==> src/rtl/acc_bank.sv <==
// Bank of NACC accumulators with a shared save stack for context save/restore.
// One accumulator, picked by sel, is updated per cycle under a 3-bit opcode.
module acc_bank #(
  parameter int DW    = 8,
  parameter int NACC  = 4,
  parameter int DEPTH = 4
) (
  input  logic                    clk,
  input  logic                    rst,
  input  logic [$clog2(NACC)-1:0] sel,
  input  logic [2:0]              op,
  input  logic [DW-1:0]           alu_in,
  input  logic [DW-1:0]           file_in,
  input  logic                    err_clr,
  output logic [DW-1:0]           acc,
  output logic                    zero,
  output logic                    neg,
  output logic                    carry,
  output logic                    stk_full,
  output logic                    stk_empty,
  output logic                    err
);

  localparam int PW = $clog2(DEPTH + 1);
  localparam int AW = (DEPTH > 1) ? $clog2(DEPTH) : 1;

  typedef enum logic [2:0] {
    OP_HOLD    = 3'b000,
    OP_LD_ALU  = 3'b001,
    OP_LD_FILE = 3'b010,
    OP_SHL     = 3'b011,
    OP_SHR     = 3'b100,
    OP_CLR     = 3'b101,
    OP_PUSH    = 3'b110,
    OP_POP     = 3'b111
  } op_e;

  op_e           op_s;
  logic [DW-1:0] acc_q [NACC];
  logic [DW-1:0] stack_q [2**AW];
  logic [PW-1:0] sp_q, sp_d, sp_m1;
  logic          carry_q, carry_d;
  logic          err_q, err_d;
  logic          wr_en;
  logic [DW-1:0] wr_data;
  logic          push_en;
  logic          full, empty;

  assign op_s  = op_e'(op);
  assign full  = (sp_q == PW'(DEPTH));
  assign empty = (sp_q == '0);
  assign sp_m1 = sp_q - PW'(1);

  assign acc       = acc_q[sel];
  assign zero      = (acc == '0);
  assign neg       = acc[DW-1];
  assign carry     = carry_q;
  assign stk_full  = full;
  assign stk_empty = empty;
  assign err       = err_q;

  always_comb begin
    // NOTE: every signal gets a default up front so no path through the case infers a latch.
    wr_en   = 1'b0;
    wr_data = acc;
    push_en = 1'b0;
    sp_d    = sp_q;
    carry_d = carry_q;
    err_d   = err_clr ? 1'b0 : err_q;
    unique case (op_s)
      OP_HOLD:    ;
      OP_LD_ALU:  begin wr_en = 1'b1; wr_data = alu_in;  end
      OP_LD_FILE: begin wr_en = 1'b1; wr_data = file_in; end
      OP_SHL: begin
        wr_en   = 1'b1;
        wr_data = {acc[DW-2:0], 1'b0};
        carry_d = acc[DW-1];
      end
      OP_SHR: begin
        wr_en   = 1'b1;
        wr_data = {1'b0, acc[DW-1:1]};
        carry_d = acc[0];
      end
      OP_CLR: begin
        wr_en   = 1'b1;
        wr_data = '0;
        carry_d = 1'b0;
      end
      OP_PUSH: begin
        if (full) begin
          err_d = 1'b1;
        end else begin
          push_en = 1'b1;
          sp_d    = sp_q + PW'(1);
        end
      end
      OP_POP: begin
        if (empty) begin
          err_d = 1'b1;
        end else begin
          wr_en   = 1'b1;
          wr_data = stack_q[sp_m1[AW-1:0]];
          sp_d    = sp_m1;
        end
      end
      default: ;
    endcase
  end

  always_ff @(posedge clk or negedge rst) begin
    if (!rst) begin
      for (int i = 0; i < NACC; i++) acc_q[i] <= '0;
      sp_q    <= '0;
      carry_q <= 1'b0;
      err_q   <= 1'b0;
    end else begin
      // NOTE: state registers use non-blocking assignments so all updates see pre-edge values.
      if (wr_en) acc_q[sel] <= wr_data;
      sp_q    <= sp_d;
      carry_q <= carry_d;
      err_q   <= err_d;
    end
  end

  // NOTE: the stack storage has no reset; sp alone defines which entries are valid.
  always_ff @(posedge clk) begin
    if (push_en) stack_q[sp_q[AW-1:0]] <= acc;
  end

endmodule
==> config.mk <==
export PLATFORM = sky130hd
export DESIGN_NAME = acc_bank
export DESIGN_NICKNAME = d
export VERILOG_FILES = /design/src/rtl/acc_bank.sv
export SDC_FILE = /design/constraint.sdc
export NUM_CORES = 1
export LEC_CHECK = 0
export BUFFER_PORTS_ARGS = -buffer_cell sky130_fd_sc_hd__buf_2
export CAP_MARGIN = 0
export CORE_ASPECT_RATIO = 0.8
export CORE_UTILIZATION = 38
export CTS_CLUSTER_DIAMETER = 30
export DETAILED_ROUTE_END_ITERATION = 16
export GPL_TIMING_DRIVEN = 0
export REMOVE_ABC_BUFFERS = 1
export SLEW_MARGIN = 10
export SYNTH_ARGS = -nofsm -noshare
export SYNTH_HDL_FRONTEND = slang
export SYNTH_SLANG_ARGS = --single-unit
==> constraint.sdc <==
create_clock -name clk -period 3.39 [get_ports clk]
set_input_delay 0.1695 -clock clk [delete_from_list [all_inputs] [get_ports clk]]
set_output_delay 0.1695 -clock clk [all_outputs]
set_load 0.01 [all_outputs]
# ---- Word level (Yosys, flattened, before mapping)
# Memory sizes are Yosys's and may differ from the RTL's.
# Index checks and enable logic that the tools add are counted.
dict set report word_totals {
  ff_bits 37
  ramBits 32
  in_bits 24
  output_inout_bits 14
  wordCells 52
  mem_count 1
}
dict set report classes {
  addsub 2
  n_lt_le_gt_ge 2
  n_eq_ne 10
  muxes 22
  bitwise_logic 1
  reduce_logical 7
}
# name depth word_bits rd rd_clocked_by_memory_dff wr line_no
set mem_list {}
lappend mem_list {stack_q 4 8 1 0 1 40} ;# logic [DW-1:0] stack_q [2**AW];
# op n
set ops {}
lappend ops {{$pmux W8 S6} 1}
lappend ops {{$bwmux W32} 1}
lappend ops {{$mux W8} 4}
lappend ops {{$bmux W8 S2} 1}
lappend ops {{$demux W8 S2} 1}
lappend ops {{$eq A3 B3 Y1 const B} 5}
lappend ops {{$logic_not A8 Y1} 1}
lappend ops {{$mux W1} 8}
lappend ops {{$eq A3 B2 Y1 const B} 2}
lappend ops {{$mux W3} 2}
lappend ops {{$pmux W3 S2} 1}
lappend ops {{$reduce_or A5 Y1} 1}
lappend ops {{$ne A2 B2 Y1 const B} 2}
lappend ops {{$pmux W1 S2} 2}
lappend ops {{$add A3 B1 Y3 const B} 1}
lappend ops {{$eq A3 B1 Y1 const B} 1}
lappend ops {{$ge A3 B3 Y1 const B} 1}
lappend ops {{$logic_not A3 Y1} 1}
lappend ops {{$lt A3 B1 Y1 const B} 1}
lappend ops {{$not A2 Y3} 1}
lappend ops {{$pmux W1 S3} 1}
lappend ops {{$reduce_and A3 Y1} 1}
lappend ops {{$reduce_bool A3 Y1} 1}
lappend ops {{$sub A3 B1 Y3 const B} 1}
lappend ops {{2 further kinds} 2}

# ---- Longest topological paths before layout
dict set report logic_depth {
  depth_word 7
  mapped_depth 9
  depth_no_buf 7
}

# ---- Least setup slack after synthesis
# Ideal clock, no wire load.
dict set report synth_timing {
  path_type {reg2reg}
  start {register sp_q[0]}
  end {register acc_q[7] (netlist name)}
  setup_ps 137
  arrival_ps 2340
  required_ps 3253
  setup_slack_ps 914
  stages_incl_launch_ff 9
  path_buffers 2
  synth_period_minus_slack_ps 2476
  path_cell_list {dfrtp_1 buf_2 inv_1 ha_1 clkbuf_1 mux4_2 and3_1 nor4b_2 a31oi_1}
}
dict set report synth_via {
  elab_chain_len 5
  word_cells_on_any_way 8
  classes_between {add/sub: 1; mux: 5; reduce/logical: 1; memory: 1}
}
# element line_no
set synth_lines {}
lappend synth_lines {{start, declared} 41} ;# logic [PW-1:0] sp_q, sp_d, sp_m1;
lappend synth_lines {{start signal, assigned} 119} ;# sp_q <= sp_d;
lappend synth_lines {{$sub A3 B1 Y3} 52} ;# assign sp_m1 = sp_q - PW'(1);
lappend synth_lines {{$mem_v2 Z4 W8} --}
lappend synth_lines {{$mux W8} 98} ;# if (empty) begin
lappend synth_lines {{$pmux W8 S6} 70} ;# unique case (op_s)
lappend synth_lines {{$bwmux W32} 118} ;# if (wr_en) acc_q[sel] <= wr_data;
lappend synth_lines {{end signal, assigned by index} 118}
lappend synth_lines {{end, declared} 39} ;# logic [DW-1:0] acc_q [NACC];
# Parallel ways exist; a longest one is shown, timed or not.
# A chain may end at the register's enable or synchronous reset.

# ---- Final worst setup path
# Same ends and word-level chain as after synthesis.

==> key figures <==
Yosys
  – Seq/Total Area, Yosys: 53.74%
  – Synth Area per Inst: 13.05 µm²
  – Ranking of synthesized cells by area: edfxtp_1 27%, dfrtp_1 26%, mux4_2 7.7%
  – Synthesized flop and latch total: 69
  – Synth top area share: 27.37%
  – Synthesized area: 0.003511 mm²
  – Cell variety after synth: 51
  – Syn. warnings: 0
  – Synthesized instance count: 269
  – Yosys top cell by area: edfxtp_1

Clocking
  – Root Buffer: clkbuf_16
  – CTS tree: built
  – Htree depth: 3
  – Clock Pin Slew Worst Setup and Hold Paths: 60 ps
  – Setup bufs post-CTS: 0
  – Clock sink total: 69
  – Clock latency on the worst-skew pair: 330 ps
  – CTS max path bufs: 2
  – CTS Buf Count: 9

Routing
  – Via/cell ratio: 5.739
  – Residual DRC: 0
  – WL final: 8.421 mm
  – DR pass1 iterations: 4
  – 1st-iter DRT viols: 197
  – Antenna-violating nets left: 0
  – DR WL/cell: 20.34 µm
  – Vias post-DR: 2376

Timing
  – RSZ-0062 raised after global routing: false
  – Post-layout min period: 3048 ps
  – Worst Skew: 7.152 ps
  – Max-slew violations: 0
  – Relative slew slack: 42.34%
  – Period utilization: 89.90%
  – Setup-failing EPs final: 0
  – Highest Clock Rate: 0.3281 GHz
  – Worst Tran Pin Value: 864.9 ps
  – Setup TNS: 0 ps
  – Final hold vios: 0

Finish
  – Fin nets: 327
  – Antenna cells: 0
  – Fraction of layout cells with a size suffix above 1: 26.82%
  – Most frequent cells in the layout: 37 x dfrtp_1, 37 x buf_2, 32 x edfxtp_1, 20 x a21oi_1, 17 x a31oi_1
  – P&R area growth vs syn: 14.04%
  – Post-layout util: 45.98%

Worst hold path
  – Hold path cells: 2
  – Hold EP: err$_DFF_PN0_
  – Min-Delay Path Class: in -> reg
  – Hold Crit Start: err_clr

Placement
  – Gp weighted congestion: 0.7952
  – IO Port Bufs: 37
  – DP HPWL: 5.729 mm

Setup path
  – Register-to-Register Path Depth: 6
  – Reg2reg start: sp_q[0]$_DFFE_PN0P_
  – Setup CP Type: reg -> reg
  – Critical R2R Capture: acc_q[7]$_DFFE_PN0P_
  – Crit end category: flip-flop
  – Arr. time, crit path: 3240 ps
  – Crit Path Max Fanout: 11
  – Setup crit start kind: flip-flop
  – CP required: 3580 ps
  – Reg2reg setup slack: 340 ps

Global routing
  – Overflow left after global routing: 0
  – Initial antenna violation count: 0
  – Global-route wire length before repair: 12.99 mm
  – Gr usage total: 19.20%
  – Largest net degree at the start of global routing: 38
  – Vias in the first global route: 2306

Die
  – Die area: 0.009630 mm²
  – Chip width: 109.5 µm
  – Cell row count: 30
  – CORE AREA: 0.008708 mm²
  – Die H: 87.97 µm
  – Starting density of the core: 40.32%
  – IO Count: 38

Pwr
  – Leak: 1.546 nW
  – Peak VDD IR: 0.0004961 V
  – Power per cell area: 734.1 mW/mm²
  – Total chip power: 2.939 mW

Run status
  – Status: finished clean

Run
  – Maxcap violations: 0
==> kinds of logic after synthesis <==
logic type      after synthesis  share of synthesized area (%)
fa+ha+maj                     5                          1.782
flops                        69                          53.74
mux                          36                          15.79
compound gates               69                          13.22
simple gates                 59                          10.30
buf+inv                      27                          4.170
xor+xnor                      4                         0.9980
==> power breakdown <==
group	internal, mW	total (mW)	switching [mW]
clock network	0.531	0.858	0.327
registers	1.08	1.20	0.119
logic	0.396	0.880	0.484
==> metal layers <==
layer,track usage [%],part of all wire [%],up-vias
met1,27.41,48,1209
met3,5.878,5.1,12
met4,5.939,1.3,0
li1,-,-,1101
met2,28.02,45,54
met5,0,0,-
==> through the flow <==
step	setup WS (ps)	instances	cell area (µm²)	hold slack, ps
floorplan	897.6	249	3391	-126.1
global placement	204.4	398	3716	311.2
detailed placement	196.8	398	3716	325.0
CTS	178.4	414	3998	10.22
global route	87.44	414	4004	34.29
finish	342.5	414	4004	23.58
==> worst max-delay path, cell delays in order, from the launching register on <==
cell and delay [ps]:
dfrtp_1 760, inv_1 230, ha_1 650, mux4_2 400, and3_1 220, nor4b_2 500
a31oi_1 150
==> worst max-delay path by stage <==
stage                   startpoint                     to  slack [ps]  depth (start not counted)
2_1_floorplan  sp_q[0]$_DFFE_PN0P_  acc_q[11]$_DFFE_PN0P_         900                          6
3_3_place_gp   sp_q[0]$_DFFE_PN0P_  acc_q[11]$_DFFE_PN0P_         200                          6
3_5_place_dp   sp_q[0]$_DFFE_PN0P_  acc_q[14]$_DFFE_PN0P_         200                          6
4_1_cts        sp_q[0]$_DFFE_PN0P_  acc_q[14]$_DFFE_PN0P_         180                          6
5_1_grt        sp_q[0]$_DFFE_PN0P_   acc_q[7]$_DFFE_PN0P_          90                          6
6_report       sp_q[0]$_DFFE_PN0P_   acc_q[7]$_DFFE_PN0P_         340                          6
==> state kept, by name (all words and copies together), names as in the netlist <==
| register | flops |
|---|---|
| stack_q | 32 |
| carry | 1 |
| acc_q | 32 |
| sp_q | 3 |
| err | 1 |
==> layout make-up <==
cell class,instances,area [µm²]
Multi-Input combinational cell,173,1484
Tap cell,112,140.1
Inverter,7,26.28
Clock buffer,14,264.0
Sequential cell,69,1887
Clock inverter,1,7.507
Timing Repair Buffer,38,195.2
Fill cell,821,4705
==> repair_timing <==
item                                    4_1_cts  5_1_grt
gates resized for setup                       0        1
hold endpoints to repair                     37        0
hold buffers                                  1        0
endpoints found under the setup margin        0        6
==> cells in the mapped netlist (all sizes together) <==
master	n
mux2	13
mux4	13
buf	13
nor2	15
edfxtp	32
and2b	1
nand2	5
clkbuf	7
and2	11
a211o	2
xnor2	3
nor3	2
nand3	1
a22o	1
or3	3
o21ai	7
nand3b	2
nand2b	3
dfrtp	37
nand4b	1
nor2b	1
nor3b	3
ha	5
or4	2
a22oi	4
a221o	3
mux2i	10
a32oi	2
inv	7
nor4b	5
a2bb2oi	5
nand4bb	1
a21o	1
xor2	1
a21oi	20
a221oi	1
a31oi	19
o22ai	4
and3	3
Note: power is estimated with default switching activity, not from simulation.
